[src/rtl/sipo_in.sv]
// Word-serial to parallel-frame deserializer with a one-frame output buffer (valid/ack).
// Optional sticky OVERRUN flag for dropped words is built when SIPO_OVERRUN_EN is defined.
//
// state | meaning
// ------+----------------------------------------------------------------
// FILL  | accepting words; last word goes straight to DATA_OUT if buffer free
// FULL  | complete frame parked in shift buffer, waiting for LOAD_ACK
module sipo_in #(
  parameter int WIDTH    = 8,
  parameter int NUM_TAPS = 4
) (
  input  logic                      CLKEXT,
  input  logic                      CLR_SIPO_IN_N,
  input  logic                      EN_SIPO_IN,
  input  logic [WIDTH-1:0]          DATA_IN,
  output logic                      IN_READY,
  output logic [WIDTH*NUM_TAPS-1:0] DATA_OUT,
  output logic                      DATA_VALID,
  input  logic                      LOAD_ACK
`ifdef SIPO_OVERRUN_EN
  ,
  output logic                      OVERRUN
`endif
);

  localparam int CW = (NUM_TAPS > 2) ? $clog2(NUM_TAPS) : 1;
  localparam int FW = WIDTH * NUM_TAPS;
  localparam logic [CW-1:0] LAST = CW'(NUM_TAPS - 1);

  typedef enum logic {
    FILL = 1'b0,
    FULL = 1'b1
  } state_t;

  state_t          state_q, state_d;
  logic [CW-1:0]   cnt_q, cnt_d;
  logic [FW-1:0]   buf_q, buf_d;
  logic [FW-1:0]   data_out_q, data_out_d;
  logic            data_valid_q, data_valid_d;
  logic            accept;
  logic            buf_free;
  logic            transfer;
  logic [CW-1:0]   lane_idx;

  // Ready is a pure state decode so LOAD_ACK never reaches IN_READY combinationally.
  assign IN_READY   = (state_q == FILL);
  assign DATA_OUT   = data_out_q;
  assign DATA_VALID = data_valid_q;

  assign accept   = EN_SIPO_IN && IN_READY;
  assign buf_free = !data_valid_q || LOAD_ACK;
  assign lane_idx = LAST - cnt_q;

  always_comb begin
    state_d      = state_q;
    cnt_d        = cnt_q;
    buf_d        = buf_q;
    data_out_d   = data_out_q;
    data_valid_d = data_valid_q;
    transfer     = 1'b0;

    case (state_q)
      FILL: begin
        if (accept) begin
          if (cnt_q != LAST) begin
            buf_d[WIDTH*lane_idx +: WIDTH] = DATA_IN;
            cnt_d = cnt_q + CW'(1);
          end else if (buf_free) begin
            data_out_d   = {buf_q[FW-1:WIDTH], DATA_IN};
            data_valid_d = 1'b1;
            cnt_d        = '0;
            transfer     = 1'b1;
          end else begin
            buf_d[WIDTH-1:0] = DATA_IN;
            state_d          = FULL;
          end
        end
      end
      FULL: begin
        if (LOAD_ACK) begin
          data_out_d   = buf_q;
          data_valid_d = 1'b1;
          cnt_d        = '0;
          state_d      = FILL;
          transfer     = 1'b1;
        end
      end
      default: state_d = FILL;
    endcase

    // An ack that does not coincide with a new frame consumes the current one.
    if (LOAD_ACK && !transfer) begin
      data_valid_d = 1'b0;
    end
  end

  always_ff @(posedge CLKEXT or negedge CLR_SIPO_IN_N) begin
    if (!CLR_SIPO_IN_N) begin
      state_q      <= FILL;
      cnt_q        <= '0;
      buf_q        <= '0;
      data_out_q   <= '0;
      data_valid_q <= 1'b0;
    end else begin
      state_q      <= state_d;
      cnt_q        <= cnt_d;
      buf_q        <= buf_d;
      data_out_q   <= data_out_d;
      data_valid_q <= data_valid_d;
    end
  end

`ifdef SIPO_OVERRUN_EN
  logic overrun_q, overrun_d;

  assign overrun_d = overrun_q || (EN_SIPO_IN && !IN_READY);
  assign OVERRUN   = overrun_q;

  always_ff @(posedge CLKEXT or negedge CLR_SIPO_IN_N) begin
    if (!CLR_SIPO_IN_N) begin
      overrun_q <= 1'b0;
    end else begin
      overrun_q <= overrun_d;
    end
  end
`endif

endmodule
[config.mk]
export PLATFORM = sky130hd
export DESIGN_NAME = sipo_in
export DESIGN_NICKNAME = d
export VERILOG_FILES = /design/src/rtl/sipo_in.sv
export SDC_FILE = /design/constraint.sdc
export NUM_CORES = 1
export LEC_CHECK = 0
export ABC_CLOCK_PERIOD_IN_PS = 2060
export BUFFER_PORTS_ARGS = -buffer_cell sky130_fd_sc_hd__buf_2
export CAP_MARGIN = 10
export CORE_MARGIN = 2
export CORE_UTILIZATION = 50
export DETAILED_ROUTE_END_ITERATION = 10
export PLACE_DENSITY = 0.75
export RECOVER_POWER = 100
export SYNTH_ARGS = -nofsm -noshare
export SYNTH_HDL_FRONTEND = slang
export SYNTH_SLANG_ARGS = --single-unit
[constraint.sdc]
create_clock -name CLKEXT -period 2.06 [get_ports CLKEXT]
set_clock_uncertainty 0.2 [all_clocks]
set_input_delay 0.206 -clock CLKEXT [delete_from_list [all_inputs] [get_ports CLKEXT]]
set_output_delay 0.206 -clock CLKEXT [all_outputs]
set_load 0.05 [all_outputs]
==> impl_results.md <==
* Nets at just over 300
* WP data arrival at ~2000 ps
* Synthesized Nets at roughly 240
* Initial Util at 51.99%
* Peak supply drop at roughly 0.90 mV
* DRC at 0
* # IOs at 46
* Library cells used by synthesis at 27
* Max Cap Viol at 0
* Antenna violations before repair at 0
* Setup TNS Final at 0 ps
* Number of synthesized flops with an enable pin at 0
* Dominant synthesized flop cell: dfrtp_1
* CTS tree: built
* Syn-to-layout area delta at 20.67%
* CP max FO at 32
* Slew headroom at a little over a third
* Crit end category: register
* Die X at about 80 um
* Routed WL at approximately 5400 um
* Synth Warn # at 0
* Clock tree buffer depth at 2
* Mapped Area at roughly 2900 sq um
* Clock slew at reported path FFs at roughly 70 ps
* Number of vias per cell at approximately 5.1
* First-pass GRT wire length at 9039 um
* Minimum clock period at just under 2000 ps
* CP Launch Type: register
* First-iteration detailed-routing DRC count at 149
* Worst Max-Slew Pin Slew at 956.1 ps
* P per Cell Area at between 1500 and 2000 nW/um^2
* Die ar. at approximately 6300 sq um
* Hold Crit Class: input port to register
* Clk Latency, worst-skew pair at ~340 ps
* Layout cell share with drive strength beyond 1 at a little over a quarter
* Clock sinks at 68
* Register bit total from synthesis at 68
* Post-synthesis sequential area ratio at 59.44%
* Slew Viols, Final at 0
* Vias in the first global route at 1858
* Fmax at between 0.5 and 0.6 GHz
* Final hold vios at 0
* Pin count of the biggest net entering global routing at 53
* Part of the cycle the worst path needs at about 95%
* Root Driver: clkbuf_8
* Synth cell count leaders: dfrtp_1 (68), mux2_2 (38), nand2_1 (35), o21ai_0 (20), a22o_1 (14)
* Status: complete, no violations
* Htree depth at 3
* Gr usage total at between 10% and 20%
* Final Util at a little over three fifths
* Async SR Flop Fraction at 100.0%
* LEAKAGE at about 1.6 nW
* Avg Cell Area, Syn at around 13 sq um
* Post-DR wirelength/cell at approximately 15 um
* Antenna cells at 0
* HPWL after DPL at 3689 um
* Synth top area share at between 50% and 60%
* GPL Wtd Cong at roughly 0.87
* Count leader, synth: dfrtp_1
* Chip height at between 70 and 80 um
* Area leader, netlist: dfrtp_1
* Antenna Nets Post-Route at 0
* Overflow after GRT at 0
* Top post-synthesis cells by area: dfrtp_1 (59%), mux2_2 (15%), nand2_1 (4.6%)
* Crit Path Class: register to register
* I/O Buffers at 45
* Setup Viol. Count Final at 0
* RSZ-0062 raised after global routing: no
* WP data required at approximately 2100 ps
* TritonCTS Buffers at 9
* Row count at 27
* Setup bufs post-CTS at 0
* Power, Total at between 5 and 6 mW
* DRT Pass-1 Iters at 4
* Core area at 5507 sq um
* DR vias at around 1900
* Post-synthesis cell count at approximately 220
## metal layers
layer | track usage, % | part of all wire, % | routed length [um]
met1 | 26.44 | 48 | 2585
met2 | 27.82 | 45 | 2385
met3 | 4.072 | 5.1 | 274
met4 | 10.34 | 2.1 | 113
met5 | 0 | 0 | 0
## repair_timing
item / CTS / global route
endpoints found under the setup margin: 0 / 8
gates resized for setup: 0 / 1
hold endpoints to repair: 101 / 0
hold buffers: 11 / 0
## metrics by stage
stage	cells	instance area (sq um)	worst slack, ps	hold WS, ps
CTS	366	3520	105.9	74.02
floorplan	224	2863	113.2	-289.6
global route	366	3455	12.23	141.9
detailed placement	339	3198	109.4	-37.19
finish	366	3455	99.58	74.30
global placement	339	3198	170.4	-32.81
## critical path, stage by stage, from the launching register on
cell	delay [ps]
dfrtp_1	440
ha_1	300
a21oi_2	160
o21bai_2	140
buf_12	220
mux2_2	360
## cell type report
| cell class | count | area (sq um) |
|---|---|---|
| timing repair buffer | 65 | 367.9 |
| sequential | 68 | 1702 |
| tap | 72 | 90.09 |
| inverter | 4 | 15.01 |
| clock buffer | 11 | 151.4 |
| multi-input combinational | 141 | 1069 |
| fill | 446 | 2052 |
| clock inverter | 5 | 60.06 |
## worst paths after layout
kind                                  startpoint                       end  slack [ps]  cells past startpoint
max                         cnt_q[0]$_DFFE_PN0P_   DATA_OUT[6]$_DFFE_PN0P_         100                      5
min                                   EN_SIPO_IN    DATA_VALID$_DFFE_PN0P_          70                      3
max reg2reg                 cnt_q[0]$_DFFE_PN0P_   DATA_OUT[6]$_DFFE_PN0P_         100                      5
min reg2reg                buf_q[10]$_DFFE_PN0P_     buf_q[10]$_DFFE_PN0P_         280                      2
max in group asynchronous          CLR_SIPO_IN_N     buf_q[11]$_DFFE_PN0P_         370                      3
min in group asynchronous          CLR_SIPO_IN_N  DATA_OUT[25]$_DFFE_PN0P_         340                      2
## kinds of logic after synthesis
logic type      Yosys count  share of synthesized area (%)
buf+inv                  15                          3.059
compound gates           41                          10.01
flops                    68                          59.44
fa+ha+maj                 5                          2.185
simple gates             55                          9.310
mux                      40                          16.00
## sequential cells by signal (all words and copies together) (netlist names)
name,cells
DATA_OUT,32
DATA_VALID,1
buf_q,32
cnt_q,2
state_q,1
## report_power, final
part | leakage [nW] | switching [mW] | internal, mW
Combinational | 0.607 | 1.71 | 0.724
Sequential | 0.908 | 0.307 | 1.87
Clock | 0.106 | 0.507 | 0.627
Total | 1.62 | 2.52 | 3.23
## cells in the final DEF (no fill, tap or decap), drive strengths merged
master and instances:
a21o 1, a21oi 2, a22o 14, and3b 1, buf 16, bufinv 1
clkbuf 49, clkinv 3, clkinvlp 1, dfrtp 68, dlygate4sd3 11, ha 5
inv 4, mux2 40, nand2 35, nand2b 2, nand3 4, nand3b 1
nand4bb 3, nor2 3, nor2b 3, nor3 2, nor3b 1, o21ai 20
o21bai 1, o311ai 1, o31ai 2
No activity file was read; power rests on OpenSTA's default activity.
